$ cat src/rtl/pwm_multi_channel.sv
// pwm_multi_channel: shared-counter PWM with edge/centre alignment and period-boundary double buffering.
// Optional PWM_POLARITY_EN adds a per-channel output polarity input.
module pwm_multi_channel #(
  parameter int WIDTH = 8,
  parameter int CHANNELS = 4
) (
  input  logic                      clk,
  input  logic                      reset_n,
  input  logic                      enable,
  input  logic                      update,
  input  logic [WIDTH-1:0]          period,
  input  logic [CHANNELS*WIDTH-1:0] duty,
  input  logic                      center_mode,
`ifdef PWM_POLARITY_EN
  input  logic [CHANNELS-1:0]       polarity,
`endif
  output logic [CHANNELS-1:0]       pwm_out,
  output logic                      period_start
);
  logic [WIDTH-1:0] cnt, cnt_nxt, a_per, p_per, n_per;
  logic [CHANNELS*WIDTH-1:0] a_duty, p_duty, n_duty, eff_duty;
  logic a_mode, p_mode, n_mode, pv, down, run, wrap, bnd, turn;
  logic [CHANNELS-1:0] cmp, pol;
`ifdef PWM_POLARITY_EN
  assign pol = polarity;
`else
  assign pol = '0;
`endif
  always_comb begin
    turn = a_mode && (down || cnt == a_per);
    wrap = a_mode ? (a_per == '0 || (cnt == WIDTH'(1) && turn)) : cnt == a_per;
    // disabled cycles count as transfer points so pending values apply immediately
    bnd = !enable || !run || wrap;
    n_per = update ? period : pv ? p_per : a_per;
    n_duty = update ? duty : pv ? p_duty : a_duty;
    n_mode = update ? center_mode : pv ? p_mode : a_mode;
    cnt_nxt = (!run || wrap) ? '0 : turn ? cnt - WIDTH'(1) : cnt + WIDTH'(1);
    eff_duty = bnd ? n_duty : a_duty;
    cmp = '0;
    for (int i = 0; i < CHANNELS; i++)
      cmp[i] = cnt_nxt < eff_duty[i*WIDTH +: WIDTH];
  end
  always_ff @(posedge clk or negedge reset_n) begin
    if (!reset_n) begin
      cnt <= '0;
      down <= 1'b0;
      run <= 1'b0;
      pv <= 1'b0;
      a_per <= '1;
      a_duty <= '0;
      a_mode <= 1'b0;
      p_per <= '0;
      p_duty <= '0;
      p_mode <= 1'b0;
      pwm_out <= '0;
      period_start <= 1'b0;
    end else begin
      if (bnd) begin
        a_per <= n_per;
        a_duty <= n_duty;
        a_mode <= n_mode;
        pv <= 1'b0;
      end else if (update) begin
        p_per <= period;
        p_duty <= duty;
        p_mode <= center_mode;
        pv <= 1'b1;
      end
      if (!enable) begin
        cnt <= '0;
        down <= 1'b0;
        run <= 1'b0;
        pwm_out <= pol;
        period_start <= 1'b0;
      end else begin
        run <= 1'b1;
        cnt <= cnt_nxt;
        down <= !bnd && turn;
        pwm_out <= cmp ^ pol;
        period_start <= bnd;
      end
    end
  end
endmodule
$ cat config.mk
export PLATFORM = sky130hd
export DESIGN_NAME = pwm_multi_channel
export DESIGN_NICKNAME = d
export VERILOG_FILES = /design/src/rtl/pwm_multi_channel.sv
export SDC_FILE = /design/constraint.sdc
export NUM_CORES = 1
export LEC_CHECK = 0
export BUFFER_PORTS_ARGS = -buffer_cell sky130_fd_sc_hd__buf_2
export CELL_PAD_IN_SITES_DETAIL_PLACEMENT = 0
export CELL_PAD_IN_SITES_GLOBAL_PLACEMENT = 1
export CORE_MARGIN = 4
export CORE_UTILIZATION = 48
export CTS_CLUSTER_DIAMETER = 30
export CTS_CLUSTER_SIZE = 24
export DETAILED_ROUTE_END_ITERATION = 10
export PLACE_DENSITY = 0.79
export SLEW_MARGIN = 20
export SYNTH_ARGS = -nofsm -noshare
export SYNTH_HDL_FRONTEND = slang
export SYNTH_SLANG_ARGS = --single-unit
$ cat constraint.sdc
create_clock -name clk -period 4.4 [get_ports clk]
set_input_delay 0.88 -clock clk [delete_from_list [all_inputs] [get_ports clk]]
set_output_delay 0.88 -clock clk [all_outputs]
set_load 0.005 [all_outputs]
==> results.txt <==
maxcap violations: 0
DR vias/cell: 6.192
highest fanout seen on the critical path: 14
Reg clk slew, reported paths: 0.07 ns
Synth Area in Simple Gates: 13.99%
grt total ovfl: 0
reg2reg start: cnt[2]$_DFF_PN0_
Placeable Area: 11,080 sq um
Layout Skew: 0.007214 ns
syn nets: 596
count of final setup violators: 0
register area share after synthesis: 44.48%
pwr dens: 448.2 nW/um^2
Hold Path Depth: 2
synthesized area: 5535 sq um
DP HPWL: 9312 microns
hold_sp: a_duty[0]$_DFF_PN0_
CP endpoint kind: flop
Crit path buffers/inverters: 0
worst hold path type: flop to flop
htree depth: 3
Mapped Cells: 521
fin crit share: 90.25%
layout cells sized above 1: 24.29%
number of port buffers: 49
Filler cells: 1,014
most frequent CP cell: a31oi_1
Diodes inserted: 0
yosys warns: 0
CP cell instances: or4_1, o41a_1, and3_1, nor2_4, nand3_1, a21oi_1, a221oi_1, ha_1, a21o_1, a211o_1, a31oi_1, or3_1, o31ai_1, a31oi_1
RR Endpoint: pwm_out[1]$_DFF_PN0_
chip width: 115.4 microns
area grow syn2layout: 12.79%
f_max: 251.8 MHz
ys async rst share: 100.0%
Register-to-Register Path Depth: 14
initial antenna violation count: 0
DR vias: 4,359
average size of a mapped cell: 10.62 sq um
Fin. Hold Viols: 0
final setup TNS: 0 ns
adder-cell share of the synthesized area: 6.781%
DRT Wirelength: 13,420 microns
first-pass GRT wire length: 22,540 microns
largest family of logic cells by synthesized area: compound AO/OA/AOI/OAI gates
total power: 0.002798 W
status: finished, final reports clean
largest net degree at the start of global routing: 77
mux cell area share after synthesis: 11.05%
DIE HEIGHT: 115.4 microns
TritonCTS clock tree: done
Post-CTS Setup Inserts: 0
Worst EP required: 4.63 ns
Final Critical Period: 3.971 ns
GRT Resource Usage Total: 21.64%
Post-synth EDFFs: 0
Pre-antenna DRT Iters: 4
Crit path arrival time: 4.20 ns
Iter 0 DRT Violations: 266
Starting Density: 49.97%
post-layout net count: 634
Max rail drop VDD: 383.4 uV
worst hold slack: 0.5033 ns
Final ANT Viol Nets: 0
clk_lat worst skew: 0.35 ns
hold path endpoint: a_duty[0]$_DFF_PN0_
xor/xnor share of the synthesized area: 2.373%
Cell Rows: 38
DIE AREA: 13,310 sq um
Ports: 50
# hold bufs at CTS: 0
Root Buffer: clkbuf_16
CP top delay family: simple AND/OR/NAND/NOR gates
clock sinks: 98
#FFs+latches synth: 98
number of buffers created by CTS: 9
Slew Viols, Final: 0
Resized cells post-CTS: 0
Compound-Gate Fraction of Synth Area: 17.70%
flop-to-flop setup slack: 0.43 ns
Post-route DRC: 0
Critical Path Start Type: flop
slowest cell on the critical path: or4_1
post-synth cell types: 48
Max stage delay on crit path: 0.58 ns
slew margin rel.: 33.69%
P_leak: 2.758 nW
leading cell type in the layout, fill and taps excluded: dfrtp_1
RSZ-0062 raised after global routing: no
WL/cell: 19.06 microns
vias in the first global route: 4,375
most frequent cells in the layout: dfrtp_1 (90), buf_2 (48), a21oi_1 (44)
dominant synthesized flop cell: dfrtp_1
slew at the pin closest to its max-slew limit: 0.9947 ns
critical path class: flop to flop
clk buf depth: 2
RePlAce Congestion: 0.7989
cell type report:
cell class              count  area, sq um  share of cell area [%]
multi-input cells         381         2893                   46.33
flip-flops and latches     98         2462                   39.44
repair buffers             64        360.3                   5.772
clock buffers              10        229.0                   3.667
well taps                 140        175.2                   2.806
clock inverters             6        105.1                   1.683
inverters                   5        18.77                  0.3006
metal layers:
metal / track usage [%] / share of wire, %
met4: 8.372 / 2.2
met3: 4.316 / 4.6
met1: 29.72 / 46
met2: 33.87 / 47
met5: 0 / 0
registers in the layout, indices dropped and copies added (netlist names):
| signal | cells |
|---|---|
| pv | 1 |
| a_mode | 1 |
| down | 1 |
| cnt | 8 |
| p_per | 8 |
| run | 1 |
| a_per | 8 |
| period_start | 1 |
| pwm_out | 4 |
| p_duty | 32 |
| p_mode | 1 |
| a_duty | 32 |
synthesized netlist by cell type, types with 2 or more instances:
library cell / count / area (sq um)
dfrtp_1: 90 / 2252
a21oi_1: 45 / 225.2
mux2_2: 41 / 461.7
nor2_1: 33 / 123.9
nand3_1: 32 / 160.2
ha_1: 30 / 375.4
nand2b_1: 29 / 181.4
a221o_1: 28 / 280.3
a221oi_1: 27 / 236.5
nand2_1: 22 / 82.58
buf_2: 16 / 80.08
mux2i_1: 15 / 150.1
clkbuf_1: 12 / 45.04
xnor2_1: 10 / 87.58
dfstp_2: 8 / 210.2
o31ai_1: 6 / 45.04
buf_1: 5 / 18.77
inv_1: 5 / 18.77
nand4_1: 5 / 31.28
nor3_1: 5 / 25.02
xor2_1: 5 / 43.79
a31oi_1: 4 / 25.02
and2_1: 4 / 25.02
and3_1: 4 / 25.02
nor2b_1: 4 / 25.02
o2111ai_1: 4 / 35.03
o21ai_0: 4 / 20.02
a211o_1: 3 / 26.28
buf_4: 2 / 15.01
buf_6: 2 / 22.52
o21ai_1: 2 / 10.01
or3_1: 2 / 12.51
or4_1: 2 / 15.01
worst max path at each step:
stage,from,endpoint,slack (ns),depth (start not counted)
after global placement,cnt[2]$_DFF_PN0_,pwm_out[1]$_DFF_PN0_,0.56,14
after CTS,cnt[2]$_DFF_PN0_,pwm_out[1]$_DFF_PN0_,0.45,14
after detailed placement,cnt[2]$_DFF_PN0_,pwm_out[1]$_DFF_PN0_,0.48,14
after global routing,cnt[2]$_DFF_PN0_,pwm_out[1]$_DFF_PN0_,0.16,14
final,cnt[2]$_DFF_PN0_,pwm_out[1]$_DFF_PN0_,0.43,14
after floorplan,cnt[2]$_DFF_PN0_,pwm_out[1]$_DFF_PN0_,0.84,17
power by group:
group	switching, W	leakage (nW)	total [W]	internal (W)
clock	0.000348	0.166	0.000901	0.000553
sequential	0.000138	1.18	0.00124	0.00110
combinational	0.000336	1.42	0.000655	0.000318
total	0.000822	2.76	0.00280	0.00198
per-stage QoR:
stage                     setup WS, ns  area (sq um)  util [%]  std cells
after floorplan                 0.8428          5535         -        521
after global placement          0.5554          5909     53.34        688
after detailed placement        0.4762          5909     53.34        688
after CTS                       0.4500          6243     56.36        704
after global routing            0.1626          6243     56.36        704
final                           0.4291          6243     56.36        704
logic make-up after synthesis:
| family | Yosys count |
|---|---|
| and+or+nand+nor | 149 |
| AOI/OAI and AO/OA | 131 |
| DFF | 98 |
| muxes | 56 |
| buffers and inverters | 42 |
| adders and majority gates | 30 |
| xor gates and xnor gates | 15 |
worst min-delay path, cell delays in order (launching register included):
cell and delay, ns:
dfrtp_1 0.34, nor2_2 0.05, nor2_1 0.07
(Power assumes the default switching activity.)
